--- config.mk ---
export PLATFORM = sky130hd
export DESIGN_NAME = pc_fetch_ctrl
export DESIGN_NICKNAME = d
export VERILOG_FILES = /design/src/rtl/pc_fetch_ctrl_pkg.sv /design/src/rtl/pc_fetch_ctrl_redirect_buf.sv /design/src/rtl/pc_fetch_ctrl.sv
export SDC_FILE = /design/constraint.sdc
export NUM_CORES = 1
export LEC_CHECK = 0
export BUFFER_PORTS_ARGS = -buffer_cell sky130_fd_sc_hd__buf_2
export CORE_MARGIN = 5
export CORE_UTILIZATION = 40
export DETAILED_ROUTE_END_ITERATION = 8
export GPL_ROUTABILITY_DRIVEN = 0
export PLACE_DENSITY = 0.66
export SYNTH_ARGS = -nofsm -noshare
export SYNTH_HDL_FRONTEND = slang
export SYNTH_HIERARCHICAL = 1
export SYNTH_SLANG_ARGS = --single-unit
--- constraint.sdc ---
create_clock -name clk -period 1.9 [get_ports clk]
set_input_delay 0.38 -clock clk [delete_from_list [all_inputs] [get_ports clk]]
set_output_delay 0.38 -clock clk [all_outputs]
set_load 0.01 [all_outputs]
--- src/rtl/pc_fetch_ctrl_pkg.sv ---
// Shared constants for the fetch-stage PC unit: chip-enable levels,
// reset polarity, default address width and PC state encodings.
package pc_fetch_ctrl_pkg;

    localparam int InstAddrBus = 32;

    localparam logic ChipEnable   = 1'b1;
    localparam logic ChipDisable  = 1'b0;
    localparam logic RstActiveLow = 1'b0;

    localparam logic [0:0] S_IDLE = 1'b0;
    localparam logic [0:0] S_RUN  = 1'b1;

endpackage

--- src/rtl/pc_fetch_ctrl_redirect_buf.sv ---
// One-entry redirect target buffer with a valid bit.
// Priority per edge: reset, flush-clear, set/overwrite, clear.
module pc_redirect_buf
    import pc_fetch_ctrl_pkg::*;
#(
    parameter int ADDR_W = InstAddrBus
) (
    input  logic              clk,
    input  logic              rst,
    input  logic              flush,
    input  logic              set,
    input  logic              clr,
    input  logic [ADDR_W-1:0] target_in,
    output logic              valid,
    output logic [ADDR_W-1:0] target
);

    // Hold the newest redirect that could not be applied yet; flush discards it
    always_ff @(posedge clk) begin
        if (rst == RstActiveLow) begin
            valid  <= 1'b0;
            target <= '0;
        end else if (flush) begin
            valid <= 1'b0;
        end else if (set) begin
            valid  <= 1'b1;
            target <= target_in;
        end else if (clr) begin
            valid <= 1'b0;
        end
    end

endmodule

--- src/rtl/pc_fetch_ctrl.sv ---
// Fetch-stage program counter: drives instruction-memory enable and fetch
// address, advancing only when memory accepts and the PC stage is not stalled.
// Redirects that arrive while the PC cannot advance are parked in a
// one-entry buffer and applied on the next advance.
module pc_fetch_ctrl
    import pc_fetch_ctrl_pkg::*;
#(
    parameter int                ADDR_W    = InstAddrBus,
    parameter logic [ADDR_W-1:0] RESET_VEC = '0,
    parameter int                INC       = 4,
    parameter int                STALL_W   = 6
) (
    input  logic               clk,
    input  logic               rst,
    input  logic [STALL_W-1:0] stall,
    input  logic               flush,
    input  logic [ADDR_W-1:0]  new_pc,
    input  logic               branch_flag,
    input  logic [ADDR_W-1:0]  branch_target,
    input  logic               inst_ack,
    output logic               ce,
    output logic [ADDR_W-1:0]  pc,
    output logic               redirect_pending
);

    localparam logic [ADDR_W-1:0] INC_V = ADDR_W'(INC);

    logic [0:0]        state;
    logic              run;
    logic              adv;
    logic              buf_set;
    logic              buf_clr;
    logic              buf_flush;
    logic [ADDR_W-1:0] buf_target;
    logic              stall_unused;

    // Only the PC-stage bit of the stall vector matters here
    assign stall_unused = ^stall;

    assign run = (state == S_RUN);
    assign adv = inst_ack & ~stall[0];

    // Buffer a branch when it cannot be taken now, or when an older buffered
    // redirect is being consumed this edge; consume the buffer on advance.
    assign buf_flush = run & flush;
    assign buf_set   = run & branch_flag & (~adv | redirect_pending);
    assign buf_clr   = run & adv & redirect_pending;

    pc_redirect_buf #(
        .ADDR_W (ADDR_W)
    ) u_redirect_buf (
        .clk       (clk),
        .rst       (rst),
        .flush     (buf_flush),
        .set       (buf_set),
        .clr       (buf_clr),
        .target_in (branch_target),
        .valid     (redirect_pending),
        .target    (buf_target)
    );

    // State, chip enable and PC update with flush > buffered > branch > sequential
    always_ff @(posedge clk) begin
        if (rst == RstActiveLow) begin
            state <= S_IDLE;
            ce    <= ChipDisable;
            pc    <= RESET_VEC;
        end else if (state == S_IDLE) begin
            state <= S_RUN;
            ce    <= ChipEnable;
            pc    <= RESET_VEC;
        end else begin
            ce <= ChipEnable;
            if (flush) begin
                pc <= new_pc;
            end else if (adv && redirect_pending) begin
                pc <= buf_target;
            end else if (adv && branch_flag) begin
                pc <= branch_target;
            end else if (adv) begin
                pc <= pc + INC_V;
            end
        end
    end

endmodule

==> Yosys cells after proc, flatten, opt, wreduce, memory -nomap -nowiden <==
Cells that the tools add are included.
{ "op_classes": {"mux": 7, "n_bitwise": 11, "n_reduce_logical": 7, "n_addsub": 1} }
{ "ops": {"columns": ["op", "count"], "rows": [
  ["$mux 32", 4],
  ["$add 32x3->32 const B", 1],
  ["$and 1x1->1", 6],
  ["$not 1->1", 4],
  ["$reduce_and 2->1", 2],
  ["$reduce_bool 4->1", 1],
  ["$mux 1", 3],
  ["$logic_and 1x1->1", 2],
  ["$reduce_bool 2->1", 1],
  ["$reduce_or 2->1", 1],
  ["$or 1x1->1", 1]
]} }
{ "totals": {"regBits": 66, "wordCells": 30, "output_inout_bits": 34} }

==> Longest topological paths before layout <==
Gate-level depths: netlist of the first run.
{ "depth": {"word_depth": 6, "mapped_depth": 8, "depth_no_buf": 6} }

==> By module <==
The synthesis of the first run kept the hierarchy.
{ "by_module_without_submodules": {"columns": ["mod", "n_inst", "seq_area_each_um2", "cells_each", "area_per_inst_um2"], "rows": [
  ["pc_fetch_ctrl", 1, 660.6, 383, 2782.7],
  ["pc_redirect_buf", 1, 660.6, 144, 1362.6]
]} }

==> Least setup slack after synthesis of the first run <==
OpenSTA, ideal clock, no wires.
{ "synth_path": {"path_type": "flip-flop to flip-flop", "start": "register pc[2]", "end": "register pc[28]", "path_slack_ns": -0.065, "period_less_slack_ns": 1.965, "setup_time_ns": 0.096, "stages_incl_launch_ff": 7, "path_buffers": 0, "arrival_time_ns": 1.869, "path_cell_list": "dfxtp_1 -> ha_1 -> nand3_1 -> nor4_4 -> nand4_1 -> and4b_1 -> o41ai_2"} }
{ "synth_via": {"elab_chain_cells": 5} }
{ "synth_lines": {"columns": ["item", "line_no", "rtl"], "rows": [
  ["start, declared", "pc_fetch_ctrl.sv:22", "output logic [ADDR_W-1:0] pc,"],
  ["start signal, assigned", "pc_fetch_ctrl.sv:75", "pc <= new_pc;"],
  ["start signal, assigned", "pc_fetch_ctrl.sv:77", "pc <= buf_target;"],
  ["start signal, assigned", "pc_fetch_ctrl.sv:79", "pc <= branch_target;"],
  ["$add 32x3->32", "pc_fetch_ctrl.sv:81", "pc <= pc + INC_V;"],
  ["$mux 32", "pc_fetch_ctrl.sv:80", "end else if (adv) begin"],
  ["$mux 32", "pc_fetch_ctrl.sv:78", "end else if (adv && branch_flag) begin"],
  ["$mux 32", "pc_fetch_ctrl.sv:76", "end else if (adv && redirect_pending) begin"],
  ["$mux 32", "pc_fetch_ctrl.sv:74", "if (flush) begin"]
]} }
No other way between the ends. The select of a mux whose other input is x is not followed.
A chain may end at the register's enable or synchronous reset.

==> Final worst setup path of the first run <==
{ "layout_path": {"start": "register pc[9]", "end": "register pc[20]"} }
The elaborated chain is that of the path after synthesis.

==> impl_metrics.tcl, run 1 <==
set metrics [dict create \
    irDropWorstVdd_mv 0.3643 \
    worstPathRequired_ns 2.15 \
    finalSetupViolCount 0 \
    syn-instance-count 527 \
    yosys.area.top_type "dfxtp_1" \
    drv_slew 0 \
    clkTransAtPathRegs_ns 0.09 \
    fin_cells 805 \
    hold_class "input pin to register" \
    start_kind "register" \
    timing.hold.ws_ns 0.2575 \
    htreeDepth 3 \
    syn_to_final_growth_pct 30.15 \
    wire_per_inst_um 18.18 \
    first_global_vias 4755 \
    cts_buffers 9 \
    layout_setup_ws_ns 0.08119 \
    tightestPinTransition_ns 0.4450 \
    dr_total_vias 4635 \
    yosys-top-cells-area "dfxtp_1 32%, nand2_1 9.3%, mux2i_1 8.9%" \
    fin_worst_skew_ns 0.01157 \
    die_width_um 111.8 \
    critical_path_class "register to register" \
    ff2ff_setup_slack_ns 0.08 \
    cts_tree "done" \
    fin_crit_ns 1.819 \
    grt_pass1_wl_mm 23.74 \
    yosysWarnings 6 \
    finalCritPeriodShare 0.9573 \
    clkSinkCount 66 \
    min_path_cells 3 \
    final_hold_viol_count 0 \
    gr-usage-all-layers 0.2330 \
    synth_area_um2 4145 \
    cts_root_buffer "clkbuf_8" \
    ys_types 63 \
    leakage_nw 2.243 \
    cellPowerDensity_nw_per_um2 646.7 \
    routed_wl_mm 14.64 \
    endpoint_kind "register" \
    rr_endpoint "pc[20]$_SDFFE_PN0P_" \
    n_antenna_cell 0 \
    async_reset_ff_frac 0 \
    dp_cells 787 \
    arrival_ns 2.07 \
    reg2reg_depth 6 \
    dp_hpwl_mm 10.86 \
    drv_cap 0 \
    die_y_um 111.8 \
    yosysSeqAreaShare 0.3187 \
    drive_gt1_frac 0.3109 \
    status "finished, final reports clean" \
    maxSlewHeadroom 0.7014 \
    grt_overflow 0 \
    path_max_fanout 8 \
    ant_nets 0 \
    clk_latency_ns 0.36 \
    port_buffers 103 \
    dp_slack_ns -0.08307 \
    syn_area_per_cell_um2 7.866 \
    dr.pass1.iters 5 \
    reg2reg_from "pc[9]$_SDFFE_PN0P_" \
    clock.fmax_mhz 549.8 \
    ys_ff_latch 66 \
    syn_nets 603 \
    grt_max_degree 36 \
    ys.flop_type "dfxtp_1" \
    start_util 0.4052 \
    core_area_um2 10230 \
    synth_top_area_frac 0.3187 \
    ios 109 \
    drc_errors 0 \
    final_cell_area_um2 5395 \
    drt-initial-drc-count 364 \
    synth_edf_count 0 \
    via_per_inst 5.758 \
    die_area_um2 12500 \
    placed_area_um2 5082 \
    min-delay-start "new_pc[5]" \
    nets 741 \
    antenna_found_initial 0 \
    setup_tns_ns 0 \
    clock_path_buffers 2 \
    rows 37 \
    whs_endpoint "pc[5]$_SDFFE_PN0P_" \
]
-- cells in the mapped netlist, drive strengths merged, types with 4 or more instances --
| master | count |
|---|---|
| and3 | 7 |
| inv | 11 |
| mux2i | 37 |
| a22o | 5 |
| nor3 | 14 |
| o22ai | 7 |
| a211oi | 13 |
| xnor2 | 7 |
| nand3 | 24 |
| a21oi | 35 |
| xor2 | 11 |
| nor2 | 31 |
| or3 | 5 |
| nor4 | 8 |
| o21ai | 27 |
| a221oi | 8 |
| a31oi | 5 |
| o211ai | 5 |
| nor2b | 4 |
| buf | 19 |
| nand2 | 103 |
| dfxtp | 66 |
| o221ai | 5 |
| o31ai | 4 |
| clkbuf | 18 |
| nand4 | 9 |
-- what timing repair did --
action,in CTS,in global routing
endpoints found under the setup margin,4,16
hold buffers,0,0
cloned,0,1
hold endpoints to repair,0,0
setup buffers,0,2
gates resized for setup,1,16
pin swaps,1,2
-- cells in the final DEF, fill, tap and decap left out, types with 3 or more instances in the layout --
cell type,count
nor3_1,13
o31ai_1,4
a221oi_1,7
nand4_1,8
inv_1,11
xor2_1,11
buf_12,4
or3_1,4
mux2i_1,37
clkbuf_8,9
a22o_1,5
o221ai_1,5
nand2b_1,3
dfxtp_2,6
nor4_2,4
a21oi_1,35
dfxtp_1,60
o21ai_0,26
o211ai_1,5
nand3_1,21
buf_4,57
nand2_1,103
a31oi_1,5
nor2_1,31
and3_1,6
a211oi_1,13
xnor2_1,7
o22ai_1,7
buf_2,104
-- worst max-delay path by stage --
stage | to | from | depth (start not counted) | slack [ns]
6_report | pc[20]$_SDFFE_PN0P_ | pc[9]$_SDFFE_PN0P_ | 6 | 0.08
5_1_grt | pc[9]$_SDFFE_PN0P_ | pc[5]$_SDFFE_PN0P_ | 6 | -0.003
4_1_cts | pc[20]$_SDFFE_PN0P_ | pc[9]$_SDFFE_PN0P_ | 6 | 0.01
3_5_place_dp | pc[20]$_SDFFE_PN0P_ | pc[3]$_SDFFE_PN0P_ | 7 | -0.08
3_3_place_gp | pc[10]$_SDFFE_PN0P_ | pc[3]$_SDFFE_PN0P_ | 7 | -0.008
2_1_floorplan | pc[28]$_SDFFE_PN0P_ | pc[3]$_SDFFE_PN0P_ | 6 | -0.03
-- where the power goes --
group	internal, mW	leakage [nW]	total, mW	switching [mW]
logic	0.282	1.60	0.649	0.367
clock network	0.736	0.102	1.35	0.612
registers	1.44	0.541	1.49	0.0507
total	2.46	2.24	3.49	1.03
-- sequential cells by signal (all words and copies together) (netlist names) --
| signal | flops |
|---|---|
| pc | 32 |
| run | 1 |
| u_redirect_buf/target | 32 |
| u_redirect_buf/valid | 1 |
-- critical path: stages, from the launching register on --
cell	delay, ns
dfxtp_2	0.42
nand2_1	0.17
nor4_4	0.38
buf_4	0.20
nand3_1	0.10
xor2_1	0.16
a221oi_1	0.28
-- stage by stage --
step                      power [mW]  utilization
after floorplan                1.875            -
after global placement         2.140       0.4968
after detailed placement       2.156       0.4968
after CTS                      3.501       0.5184
after global routing           3.635       0.5273
final                          3.489       0.5273
-- layout make-up --
class	count	area, µm²
tap	136	170.2
fill	969	4836
clock buffer	9	123.9
clock inverter	6	92.59
timing repair buffer	166	1040
multi-input combinational	411	2599
inverter	11	41.29
sequential	66	1329
-- routing by layer --
metal / routed length, µm / part of all wire / GRT usage
met5: 0 / 0 / 0
met4: 225 / 0.015 / 0.07786
met3: 1151 / 0.079 / 0.04620
met2: 7073 / 0.48 / 0.3917
met1: 6185 / 0.42 / 0.2985
-- kinds of logic after synthesis --
logic type | after synthesis | synth area share
AOI/OAI and AO/OA | 132 | 0.2122
muxes | 38 | 0.09206
xor gates and xnor gates | 18 | 0.03803
and+or+nand+nor | 222 | 0.2650
DFF | 66 | 0.3187
adders and majority gates | 1 | 0.003018
buffers and inverters | 50 | 0.07093
(Power assumes the default switching activity.)
==> run 2, diff against run 1 <==
- CORE_UTILIZATION: 40 -> 48
- PLACE_DENSITY: 0.66 -> 0.77
==> run 2 against run 1 <==
Net effect:
- clock skew is 0.00058 ns higher
- combinational power is 2% lower
- global-route usage up 3.5 points
- sequential power barely moved
- clock power is 23% lower
- critical endpoint is now pc[30]$_SDFFE_PN0P_
==> impl_metrics.tcl, run 2 (synthesized netlist as in run 1, its figures left out) <==
set metrics [dict create \
    endpoint_kind "register" \
    cts_buffers 9 \
    clock.fmax_mhz 549.4 \
    clkTransAtPathRegs_ns 0.08 \
    nets 741 \
    rows 34 \
    clk_latency_ns 0.35 \
    setup_tns_ns 0 \
    rsz0062_at_grt "no" \
    first_global_vias 4623 \
    met1_usage 0.3560 \
    top_usage_layer "met2" \
    dp_cells 760 \
    fin_cells 776 \
    finalSetupViolCount 0 \
    ant_nets 0 \
    hold_class "input pin to register" \
    seqPwrFrac 0.471 \
    syn_to_final_growth_pct 26.95 \
    final_cell_mix "103 x nand2_1, 103 x buf_2, 62 x dfxtp_1" \
    placed_area_um2 5030 \
    cts_root_buffer "clkbuf_8" \
    worstPathRequired_ns 2.16 \
    cts_tree "done" \
    drv_slew 0 \
    clock_path_buffers 2 \
    via_per_inst 6.073 \
    core_area_um2 8551 \
    drv_cap 0 \
    ios 109 \
    drive_gt1_frac 0.3009 \
    fin_worst_skew_ns 0.01215 \
    drc_errors 0 \
    grt_pass1_wl_mm 22.49 \
    irDropWorstVdd_mv 0.3917 \
    dr.pass1.iters 5 \
    leakage_nw 2.231 \
    reg_top3 "pc x32, u_redirect_buf/target x32" \
    hold_buffers 0 \
    arrival_ns 2.08 \
    clkSinkCount 66 \
    tightestPinTransition_ns 0.6020 \
    intPower_mw 2.200 \
    use_met2 0.4341 \
    grt_max_degree 63 \
    p_comb_frac 0.201 \
    final_cell_area_um2 5263 \
    power_mw 3.171 \
    htreeDepth 3 \
    dp_hpwl_mm 10.59 \
    grt_overflow 0 \
    drt-initial-drc-count 456 \
    n_antenna_cell 0 \
    wire_per_inst_um 18.45 \
    maxSlewHeadroom 0.5987 \
    dr_total_vias 4713 \
    die_area_um2 10590 \
    routed_wl_mm 14.31 \
    status "finished, final reports clean" \
    switchingPower_mw 0.9712 \
    critical_path_class "register to register" \
    fin_crit_ns 1.820 \
    pwr-share-clk 0.328 \
    cellPowerDensity_nw_per_um2 602.6 \
    die_y_um 102.9 \
    finalCritPeriodShare 0.9581 \
    start_kind "register" \
    final_hold_viol_count 0 \
    port_buffers 103 \
    die_width_um 102.9 \
    gr-usage-all-layers 0.2676 \
    antenna_found_initial 0 \
    start_util 0.4848 \
    grt_use_met3 0.03992 \
    switching_share 0.3063 \
    path_max_fanout 4 \
]
## run 2: changes by cell type in the layout (fill, tap and decap cells not counted), sizes merged
cell      previous run  this run
bufinv               2         0
clkinvlp             2         0
clkinv               2         4
clkbuf               9        10
## run 2: repair_timing
action / CTS / global route
endpoints found under the setup margin: 3 / 11
setup buffers: 0 / 2
pin swaps: 1 / 2
resized for setup: 3 / 9
## run 2: through the flow
step | setup slack [ns] | utilization | hold slack, ns
final | 0.07967 | 0.6155 | 0.2794
after global placement | -0.03706 | 0.5882 | 0.4420
after floorplan | -0.03354 | - | 0.4077
after detailed placement | -0.1101 | 0.5882 | 0.4483
after global routing | 0.01500 | 0.6155 | 0.2858
after CTS | 0.02683 | 0.6090 | 0.2738
## run 2: path summary, 6_finish.rpt
| kind | startpoint | endpoint | slack, ns | depth (start not counted) |
|---|---|---|---|---|
| hold reg to reg | u_redirect_buf/target[23]$_SDFFE_PN0P_ | u_redirect_buf/target[23]$_SDFFE_PN0P_ | 0.46 | 2 |
| setup / recovery | pc[10]$_SDFFE_PN0P_ | pc[30]$_SDFFE_PN0P_ | 0.08 | 7 |
| setup reg to reg | pc[10]$_SDFFE_PN0P_ | pc[30]$_SDFFE_PN0P_ | 0.08 | 7 |
| hold / removal | new_pc[5] | pc[5]$_SDFFE_PN0P_ | 0.28 | 3 |
## run 2: layer usage
layer  routed length [µm]  up-vias
li1                     -     2190
met5                    0        -
met1                 5908     2234
met2                 6839      252
met3                 1193       37
met4                  372        0
## run 2: final cells by class
| class | count | area [µm²] |
|---|---|---|
| timing repair buffer | 166 | 1017 |
| inverter | 11 | 41.29 |
| clock inverter | 4 | 20.02 |
| multi-input combinational | 411 | 2585 |
| clock buffer | 10 | 137.6 |
| fill | 751 | 3288 |
| tap | 108 | 135.1 |
| sequential | 66 | 1326 |
## run 2: worst max-delay path: stages (launching register included)
cell and delay, ns:
dfxtp_1 0.40, buf_4 0.16, nand4_1 0.15, nor4_4 0.30, buf_4 0.17, nand4bb_1 0.14
xor2_1 0.18, a211oi_1 0.24
## run 2: power groups by stage
stage                     logic (mW)  clock network (mW)  registers [mW]
after floorplan                0.343                   0            1.53
final                          0.637                1.04            1.49
after detailed placement       0.620                   0            1.52
after CTS                      0.625                1.04            1.49
after global routing           0.690                1.12            1.50
after global placement         0.605                   0            1.52
